## src/rtl/led_sched_pkg.sv

```systemverilog
// Shared types and helpers for the LED request scheduler.
// Pattern encodings, FSM state encoding and the pattern-to-LED mapping.
package led_sched_pkg;

    // Two-bit pattern code a requester asks the LEDs to show.
    typedef enum logic [1:0] {
        OFF   = 2'b00,
        ON    = 2'b01,
        BLINK = 2'b10,
        ALT   = 2'b11
    } led_pat_e;

    // Scheduler states: no owner, owner inside its minimum hold, owner past hold.
    typedef enum logic [1:0] {
        IDLE = 2'b00,
        HOLD = 2'b01,
        OWN  = 2'b10
    } sched_state_e;

    // Map a pattern code and the current blink phase onto the two LED pins.
    function automatic logic [1:0] pat_to_led(input led_pat_e pat, input logic ph);
        logic [1:0] led_v;
        case (pat)
            OFF:     led_v = 2'b00;
            ON:      led_v = 2'b11;
            BLINK:   led_v = {ph, ph};
            default: led_v = {ph, ~ph};
        endcase
        return led_v;
    endfunction

endpackage

```

## src/rtl/led_blink_phase.sv

```systemverilog
// Blink phase generator: counts 0..BLINK_DIV-1 and toggles ph on each wrap.
// clr restarts the count with ph=1 so a fresh indication starts lit;
// en gates counting. Used by led_req_sched.
module led_blink_phase #(
    parameter int BLINK_DIV = 25000000
) (
    input  logic sys_clk,
    input  logic sys_rst,
    input  logic clr,
    input  logic en,
    output logic ph
);
    localparam int CNT_W = $clog2(BLINK_DIV);
    localparam logic [CNT_W-1:0] CNT_MAX = CNT_W'(BLINK_DIV - 1);
    localparam logic [CNT_W-1:0] CNT_ONE = CNT_W'(1);

    logic [CNT_W-1:0] cnt_q;
    logic             ph_q;

    // Phase counter: clear on new grant, otherwise count and toggle ph on wrap.
    always_ff @(posedge sys_clk) begin
        // NOTE: state is updated with non-blocking assignments so every register
        // samples pre-edge values; blocking here would create order-dependent races.
        if (sys_rst) begin
            cnt_q <= '0;
            ph_q  <= 1'b1;
        end else if (clr) begin
            cnt_q <= '0;
            ph_q  <= 1'b1;
        end else if (en) begin
            if (cnt_q == CNT_MAX) begin
                cnt_q <= '0;
                ph_q  <= ~ph_q;
            end else begin
                cnt_q <= cnt_q + CNT_ONE;
            end
        end
    end

    assign ph = ph_q;

endmodule

```

## src/rtl/led_req_sched.sv

```systemverilog
// LED request scheduler: fixed-priority arbitration of NUM_REQ requesters for
// the two user LEDs, with a minimum ownership hold and per-owner pattern.
// Optional feature macro: LED_HEARTBEAT_EN -- when defined, IDLE shows an
// alternating heartbeat from the free-running phase counter; when undefined,
// IDLE drives the LEDs off and the phase counter is parked.
module led_req_sched
    import led_sched_pkg::*;
#(
    parameter int NUM_REQ   = 4,
    parameter int BLINK_DIV = 25000000,
    parameter int MIN_HOLD  = 12500000
) (
    input  logic                 sys_clk,
    input  logic                 sys_rst,
    input  logic [NUM_REQ-1:0]   req,
    input  logic [2*NUM_REQ-1:0] pattern,
    output logic [NUM_REQ-1:0]   grant,
    output logic                 busy,
    output logic [1:0]           led
);
    localparam int HOLD_W = $clog2(MIN_HOLD + 1);
    localparam logic [HOLD_W-1:0]  HOLD_LOAD = HOLD_W'(MIN_HOLD - 1);
    localparam logic [HOLD_W-1:0]  HOLD_ONE  = HOLD_W'(1);
    localparam logic [NUM_REQ-1:0] REQ_ONE   = NUM_REQ'(1);

    // Inputs are registered first, so a request sampled at edge N is granted at N+1.
    logic [NUM_REQ-1:0]   req_q;
    logic [2*NUM_REQ-1:0] pattern_q;

    sched_state_e       state_q;
    logic [HOLD_W-1:0]  hold_q;
    led_pat_e           pat_q;
    logic [NUM_REQ-1:0] grant_q;
    logic               busy_q;
    logic [1:0]         led_q;

    logic [NUM_REQ-1:0] win_d;
    led_pat_e           pat_d;
    logic               owner_req;
    logic               higher_req;
    logic               new_grant;
    logic               ph;
    logic               ph_clr;
    logic               ph_en;
    logic [1:0]         idle_led;

    // Fixed-priority arbiter: lowest pending index wins and supplies its pattern.
    always_comb begin
        // NOTE: every always_comb output gets a default before any branch,
        // otherwise paths that skip an assignment infer a latch.
        win_d = '0;
        pat_d = OFF;
        for (int i = NUM_REQ - 1; i >= 0; i--) begin
            if (req_q[i]) begin
                win_d    = '0;
                win_d[i] = 1'b1;
                pat_d    = led_pat_e'(pattern_q[2*i +: 2]);
            end
        end
    end

    // grant_q - 1 sets every bit below the one-hot owner, i.e. all higher priorities.
    assign owner_req  = |(req_q & grant_q);
    assign higher_req = |(req_q & (grant_q - REQ_ONE));

    // Decide whether this edge issues a (re)grant; HOLD never grants.
    always_comb begin
        new_grant = 1'b0;
        case (state_q)
            IDLE:    new_grant = |req_q;
            OWN:     new_grant = higher_req || (!owner_req && (|req_q));
            default: new_grant = 1'b0;
        endcase
    end

`ifdef LED_HEARTBEAT_EN
    assign ph_en    = 1'b1;
    assign ph_clr   = new_grant;
    assign idle_led = {ph, ~ph};
`else
    assign ph_en    = (state_q != IDLE);
    assign ph_clr   = new_grant || (state_q == IDLE);
    assign idle_led = 2'b00;
`endif

    led_blink_phase #(
        .BLINK_DIV (BLINK_DIV)
    ) u_phase (
        .sys_clk (sys_clk),
        .sys_rst (sys_rst),
        .clr     (ph_clr),
        .en      (ph_en),
        .ph      (ph)
    );

    // Scheduler FSM with input sampling, hold counter and registered outputs.
    always_ff @(posedge sys_clk) begin
        if (sys_rst) begin
            req_q     <= '0;
            pattern_q <= '0;
            state_q   <= IDLE;
            hold_q    <= '0;
            pat_q     <= OFF;
            grant_q   <= '0;
            busy_q    <= 1'b0;
            led_q     <= 2'b00;
        end else begin
            req_q     <= req;
            pattern_q <= pattern;
            led_q     <= (state_q == IDLE) ? idle_led : pat_to_led(pat_q, ph);

            if (new_grant) begin
                state_q <= HOLD;
                grant_q <= win_d;
                pat_q   <= pat_d;
                hold_q  <= HOLD_LOAD;
                busy_q  <= 1'b1;
            end else begin
                case (state_q)
                    HOLD: begin
                        if (hold_q == '0) begin
                            state_q <= OWN;
                        end else begin
                            hold_q <= hold_q - HOLD_ONE;
                        end
                    end
                    OWN: begin
                        // No regrant and owner gone means nobody is requesting.
                        if (!owner_req) begin
                            state_q <= IDLE;
                            grant_q <= '0;
                            busy_q  <= 1'b0;
                        end
                    end
                    default: ;
                endcase
            end
        end
    end

    assign grant = grant_q;
    assign busy  = busy_q;
    assign led   = led_q;

endmodule
```

## config.mk

```make
export PLATFORM = sky130hd
export DESIGN_NAME = led_req_sched
export DESIGN_NICKNAME = d
export VERILOG_FILES = /design/src/rtl/led_sched_pkg.sv /design/src/rtl/led_blink_phase.sv /design/src/rtl/led_req_sched.sv
export SDC_FILE = /design/constraint.sdc
export NUM_CORES = 1
export LEC_CHECK = 0
export ABC_AREA = 1
export CAP_MARGIN = 5
export CORE_ASPECT_RATIO = 1.75
export CORE_MARGIN = 5
export CORE_UTILIZATION = 50
export CTS_CLUSTER_DIAMETER = 200
export DETAILED_ROUTE_END_ITERATION = 12
export PLACE_DENSITY = 0.68
export SLEW_MARGIN = 20
export SYNTH_ARGS = -nofsm -noshare
export SYNTH_HDL_FRONTEND = slang
export SYNTH_HIERARCHICAL = 1
export SYNTH_SLANG_ARGS = --single-unit
```

## constraint.sdc

```tcl
create_clock -name sys_clk -period 5.19 [get_ports sys_clk]
set_clock_uncertainty 0.15 [all_clocks]
set_input_delay 1.038 -clock sys_clk [delete_from_list [all_inputs] [get_ports sys_clk]]
set_output_delay 1.038 -clock sys_clk [all_outputs]
set_load 0.02 [all_outputs]
```

* After elaboration in Yosys (flattened, before gate mapping) *
Cells that the tools add are included.

storage, ports and cells
  register bits after elaboration = 73
  logic and storage cells = 78

operators by class
  $add $sub $neg = 3
  equality and inequality tests = 11
  mux-type cells = 24
  bitwise operators = 4
  reduce and logical (&&, ||, !) cells = 24

operators with widths
  operator                                                              count
  24-bit two-way mux                                                    3
  4-bit two-way mux                                                     7
  25-bit by 1-bit adder with 25-bit output, second input constant       1
  25-bit == test, second input constant                                 1
  25-bit two-way mux                                                    1
  24-bit zero test                                                      1
  24-bit by 1-bit subtractor with 24-bit output, second input constant  1
  2-bit two-way mux                                                     6
  4-bit OR reduction                                                    3
  4-bit bitwise AND                                                     2
  2-bit AND reduction                                                   4
  2-bit nonzero test                                                    4
  2-bit inequality test, second input constant                          3
  3-bit inequality test, second input constant                          2
  2-bit case mux with 3 select lines                                    1
  3-bit AND reduction                                                   2
  2-bit OR reduction                                                    3
  2-bit by 1-bit == test with 1-bit output, second input constant       2
  2-bit == test, second input constant                                  2
  2-bit zero test                                                       2
  1-bit two-way mux                                                     4
  2-bit case mux with 2 select lines                                    1
  4-bit by 1-bit subtractor with 4-bit output, second input constant    1
  3-bit nonzero test                                                    1
  6 further kinds                                                       8

* Longest topological paths before layout *
  word-level depth = 8
  mapped depth = 17

* Hierarchy *
The synthesis kept the hierarchy.

by module, submodules not included
  module           instances  cells an instance  area an instance (um^2)  seq. area each (um^2)
  led_req_sched    1          391                2471.1                   940.9
  led_blink_phase  1          247                1549.0                   520.5

* Worst setup path before layout *
Ideal clock, no wire load.

  path type = register -> register
  start = register grant_q[0], in the netlist grant[0]
  end = register u_phase.cnt_q[7]
  setup time = 0.064 ns
  data arrival time = 2.137 ns
  setup slack = 2.839 ns
  cell stages (with the launch flop) = 18
  path buffers = 1
  clock period less this slack = 2.351 ns
  cell sequence = dfxtp_1 inv_1 ha_1 inv_1 nand2_1 nand2_1 inv_1 nand2_1 inv_1 nand3_2 nand2_1 nand2_1 nor2_1 inv_1 nor2_2 buf_6 nand2_1 nor2_1

between the ends
  word-level cells in the longest chain between the ends = 8

RTL lines
  item                                                                                                 RTL line               source
  start, declared                                                                                      led_req_sched.sv:33    logic [NUM_REQ-1:0] grant_q;
  start signal, assigned                                                                               led_req_sched.sv:114   grant_q <= win_d;
  parallel branches: the longest is 4 deep, another holds 4-bit by 1-bit subtractor with 4-bit output  n/a
  1-bit logical OR (*)                                                                                 led_req_sched.sv:71    OWN: new_grant = higher_req || (!owner_req && (|req_q));
  1-bit case mux with 2 select lines (*)                                                               led_req_sched.sv:69    case (state_q)
  1-bit logical OR (*)                                                                                 led_req_sched.sv:82    assign ph_clr = new_grant || (state_q == IDLE);
  named net ph_clr                                                                                     led_req_sched.sv:43    logic ph_clr;
  2-bit OR reduction (no line) (*)                                                                     n/a
  end signal, assigned                                                                                 led_blink_phase.sv:35  cnt_q <= cnt_q + CNT_ONE;
  end, declared                                                                                        led_blink_phase.sv:17  logic [CNT_W-1:0] cnt_q;

Mark *: on every way through the listed nets, which the timed path passes.
A chain may end at the register's enable or synchronous reset.

* Worst setup path in the final report *
  start = register grant_q[0], in the netlist grant[0]
  end = register u_phase.cnt_q[12]

The elaborated chain is that of the path after synthesis.

==> metrics <==
Max Cap Violations 0; number of remaining DRC errors 0; Vias per Instance 5.09; clock slew at the register clock pins of the worst setup and hold paths 0.06 ns; crit path kind reg -> reg; setup bufs post-CTS 0; XOR/XNOR share of the synthesized area 3.05%; worst supply voltage drop on vdd 0.000219 V; Syn-to-layout area delta 13.8%; Crit path largest cell delay 0.60 ns; vias in the first global route 3695; mean routed wirelength per cell 12.4 µm; register area 1460 µm²; synthesized cell area 4020 µm²; critical-path cell with the highest stage delay sky130_fd_sc_hd__nor2_2; total clock buffers created by CTS 9; unrepaired setup endpoints after global routing no; Yosys warning count 6; Lkg Pwr 2.06 nW; Critical Path Fanout Max 11; Detailed Routing Iterations Pass 1 4; crit share post-route 54.8%; remaining number of nets flagged by the antenna check after routing 0; fillcell total 778; arrival time reported for the critical path endpoint 2.96 ns; Post-Route Setup TNS 0 ns; Mapped Nets 656; final weighted congestion of routability-driven global placement 0.996; clock net sink count 73; Worst Path Required 5.31 ns; largest family of logic cells by synthesized area simple AND/OR/NAND/NOR gates; cell chain of the critical path inv_1, ha_1, inv_1, nand2_1, nand2_1, inv_1, nand2_1, inv_1, nand3_2, nand2_1, nand2_1, nor2_1, inv_1, nor2_2, nand2_1, nor2_1; DR vias 3840; Antenna diodes 0; Synth Area in Compound Gates 4.33%; Skew-Pair Late Insertion Delay 0.34 ns; Critical path buffers and inverters 5; Max Slew Vio Count 0; I/O Buffers 20; Power, Total 0.00145 W; Avg Cell Area, Syn 6.30 µm²; count of mapped cells out of synthesis 638; half-perimeter wire length after placement 7190 µm; post-detailed-routing wire length 9390 µm; total congestion overflow after global routing 0; first-pass GRT wire length 15900 µm; Setup Viol. Count Final 0; area of the die 10000 µm²; maximum frequency from static timing analysis 0.351 GHz; Hold Path Class reg -> reg; cell class contributing the biggest share of worst-path delay simple AND/OR/NAND/NOR gates; Simple-Gate Fraction of Synth Area 44.0%; startpoint types flop; adder-cell share of the synthesized area 1.24%; worst-case headroom to the max-slew limit 53.0%; portion of the post-synthesis area used by sequential elements 36.4%; Worst setup EP type flop; flip-flop and latch count after synthesis 73; initial antenna violation count 0; multi-input logic area 2130 µm²; effective utilization at floorplan 50.8%; fraction of the core area covered by cells at the end of the flow 57.9%; power density relative to cell area 316 nW/µm²; width of the die 77.8 µm; Hold Fails Final Rpt 0; number of hold buffers added after cts 0; CTS Root Buffer Type sky130_fd_sc_hd__clkbuf_16; distinct cell type count of the synthesized netlist 30; largest net degree at the start of global routing 30; height of the chip 129 µm; maximum number of buffers from clock root to sink 2; number of cells upsized or downsized after cts 0; Least-Margin Pin Slew 0.705 ns; clock tree from TritonCTS done; aggregate global-route resource usage 19.6%; Initial DRC Count 199; number of nets in the finished design 678; status completed; area of the core 7910 µm²; Site Rows 43; mux share of post-synthesis cell area 0.249%; clock period minus final worst setup slack 2.85 ns; CTS HTree Levels 3; Fin Hold WS 0.334 ns; critical path's most frequent cell sky130_fd_sc_hd__nand2_1; number of top-level pins 21; share of post-route cells with drive strength above 1 8.72%
==> cell usage after synthesis <==
cell / number / area share, %
sky130_fd_sc_hd__buf_6: 4 / 1.1
sky130_fd_sc_hd__nor3b_1: 2 / 0.37
sky130_fd_sc_hd__nor2_2: 13 / 2.0
sky130_fd_sc_hd__nand3_2: 2 / 0.50
sky130_fd_sc_hd__nor3_1: 8 / 1.0
sky130_fd_sc_hd__o21ai_0: 10 / 1.2
sky130_fd_sc_hd__xor2_1: 10 / 2.2
sky130_fd_sc_hd__nor2_1: 136 / 13
sky130_fd_sc_hd__inv_2: 3 / 0.28
sky130_fd_sc_hd__and2_1: 4 / 0.62
sky130_fd_sc_hd__nand4_1: 17 / 2.6
sky130_fd_sc_hd__a21oi_4: 1 / 0.40
sky130_fd_sc_hd__nand2_1: 166 / 15
sky130_fd_sc_hd__nand2_2: 16 / 2.5
sky130_fd_sc_hd__buf_2: 1 / 0.12
sky130_fd_sc_hd__dfxtp_1: 73 / 36
sky130_fd_sc_hd__nor3_2: 4 / 1.0
sky130_fd_sc_hd__ha_1: 4 / 1.2
sky130_fd_sc_hd__nor2_4: 1 / 0.28
sky130_fd_sc_hd__mux2i_1: 1 / 0.25
sky130_fd_sc_hd__xnor2_1: 4 / 0.87
sky130_fd_sc_hd__or2_2: 1 / 0.16
sky130_fd_sc_hd__nand3_1: 38 / 4.7
sky130_fd_sc_hd__o21bai_1: 1 / 0.19
sky130_fd_sc_hd__buf_1: 2 / 0.19
sky130_fd_sc_hd__clkbuf_1: 2 / 0.19
sky130_fd_sc_hd__a21oi_1: 17 / 2.1
sky130_fd_sc_hd__o21ai_1: 3 / 0.37
sky130_fd_sc_hd__buf_4: 1 / 0.19
sky130_fd_sc_hd__inv_1: 93 / 8.7
==> layout make-up <==
cell class                      count  share of cell area [%]
Clock buffer                        9                    4.92
Clock inverter                      7                    1.83
Inverter                           96                    7.87
Multi-Input combinational cell    459                    46.4
Sequential cell                    73                    31.9
Tap cell                           90                    2.46
Timing Repair Buffer               21                    4.54
==> cell families (layout without fill, tap and decap cells) <==
family / count (synthesis) / count (layout)
adders and majority gates: 4 / 4
and+or+nand+nor: 408 / 408
muxes: 1 / 1
xor gates and xnor gates: 14 / 14
AOI/OAI and AO/OA: 32 / 32
buffers and inverters: 106 / 133
DFF: 73 / 73
==> report_power, final <==
group / leakage (nW) / internal, W / total, W / switching, W
Sequential: 0.598 / 0.000588 / 0.000610 / 0.0000227
Clock: 0.149 / 0.000381 / 0.000642 / 0.000260
Combinational: 1.32 / 0.0000678 / 0.000195 / 0.000127
Total: 2.06 / 0.00104 / 0.00145 / 0.000410
==> worst paths after layout <==
check | cells after the start | from | slack, ns | endpoint
max | 16 | grant[0] | 2.34 | u_phase/cnt_q[12]
min | 2 | hold_q[5] | 0.33 | hold_q[5]
max reg2reg | 16 | grant[0] | 2.34 | u_phase/cnt_q[12]
min reg2reg | 2 | hold_q[5] | 0.33 | hold_q[5]
==> per-stage QoR <==
| step | cell area [µm²] | cells | setup WS (ns) |
|---|---|---|---|
| CTS | 4580 | 755 | 2.34 |
| detailed placement | 4270 | 739 | 2.06 |
| floorplan | 4020 | 638 | 2.84 |
| global placement | 4270 | 739 | 2.14 |
| global route | 4580 | 755 | 1.99 |
| finish | 4580 | 755 | 2.34 |
==> worst reg2reg max path, stage by stage (launching register included) <==
cell                      delay, ns
sky130_fd_sc_hd__dfxtp_1       0.38
sky130_fd_sc_hd__inv_1         0.10
sky130_fd_sc_hd__ha_1          0.29
sky130_fd_sc_hd__inv_1         0.04
sky130_fd_sc_hd__nand2_1       0.05
sky130_fd_sc_hd__nand2_1       0.05
sky130_fd_sc_hd__inv_1         0.04
sky130_fd_sc_hd__nand2_1       0.04
sky130_fd_sc_hd__inv_1         0.06
sky130_fd_sc_hd__nand3_2       0.10
sky130_fd_sc_hd__nand2_1       0.21
sky130_fd_sc_hd__nand2_1       0.08
sky130_fd_sc_hd__nor2_1        0.21
sky130_fd_sc_hd__inv_1         0.18
sky130_fd_sc_hd__nor2_2        0.60
sky130_fd_sc_hd__nand2_1       0.10
sky130_fd_sc_hd__nor2_1        0.13
==> placed cells by master, fill, tap and decap left out <==
cell                              count
sky130_fd_sc_hd__a21oi_1             17
sky130_fd_sc_hd__a21oi_4              1
sky130_fd_sc_hd__and2_1               4
sky130_fd_sc_hd__buf_4                1
sky130_fd_sc_hd__bufinv_16            1
sky130_fd_sc_hd__clkbuf_16            9
sky130_fd_sc_hd__clkdlybuf4s50_1     20
sky130_fd_sc_hd__clkinv_4             1
sky130_fd_sc_hd__clkinvlp_4           1
sky130_fd_sc_hd__dfxtp_1             73
sky130_fd_sc_hd__ha_1                 4
sky130_fd_sc_hd__inv_1               93
sky130_fd_sc_hd__inv_2                3
sky130_fd_sc_hd__inv_6                3
sky130_fd_sc_hd__inv_8                1
sky130_fd_sc_hd__mux2i_1              1
sky130_fd_sc_hd__nand2_1            166
sky130_fd_sc_hd__nand2_2             16
sky130_fd_sc_hd__nand3_1             38
sky130_fd_sc_hd__nand3_2              2
sky130_fd_sc_hd__nand4_1             17
sky130_fd_sc_hd__nor2_1             136
sky130_fd_sc_hd__nor2_2              13
sky130_fd_sc_hd__nor2_4               1
sky130_fd_sc_hd__nor3_1               8
sky130_fd_sc_hd__nor3_2               4
sky130_fd_sc_hd__nor3b_1              2
sky130_fd_sc_hd__o21ai_0             10
sky130_fd_sc_hd__o21ai_1              3
sky130_fd_sc_hd__o21bai_1             1
sky130_fd_sc_hd__or2_2                1
sky130_fd_sc_hd__xnor2_1              4
sky130_fd_sc_hd__xor2_1              10
==> flip-flops by register name, summed over array words and instances (netlist names) <==
register and count:
state_q 2, grant 4, req_q 4, led 2, pattern_q 8, busy 1
u_phase/cnt_q 25, u_phase/ph 1, hold_q 24, pat_q 2
==> layer usage <==
metal / vias up / global-route usage [%] / wire, µm
met5: - / 0 / 0
met4: 0 / 11.6 / 411
met3: 36 / 3.08 / 267
met2: 82 / 38.2 / 5220
met1: 1721 / 18.7 / 3500
li1: 2001 / - / -
No activity file was read; power rests on OpenSTA's default activity.
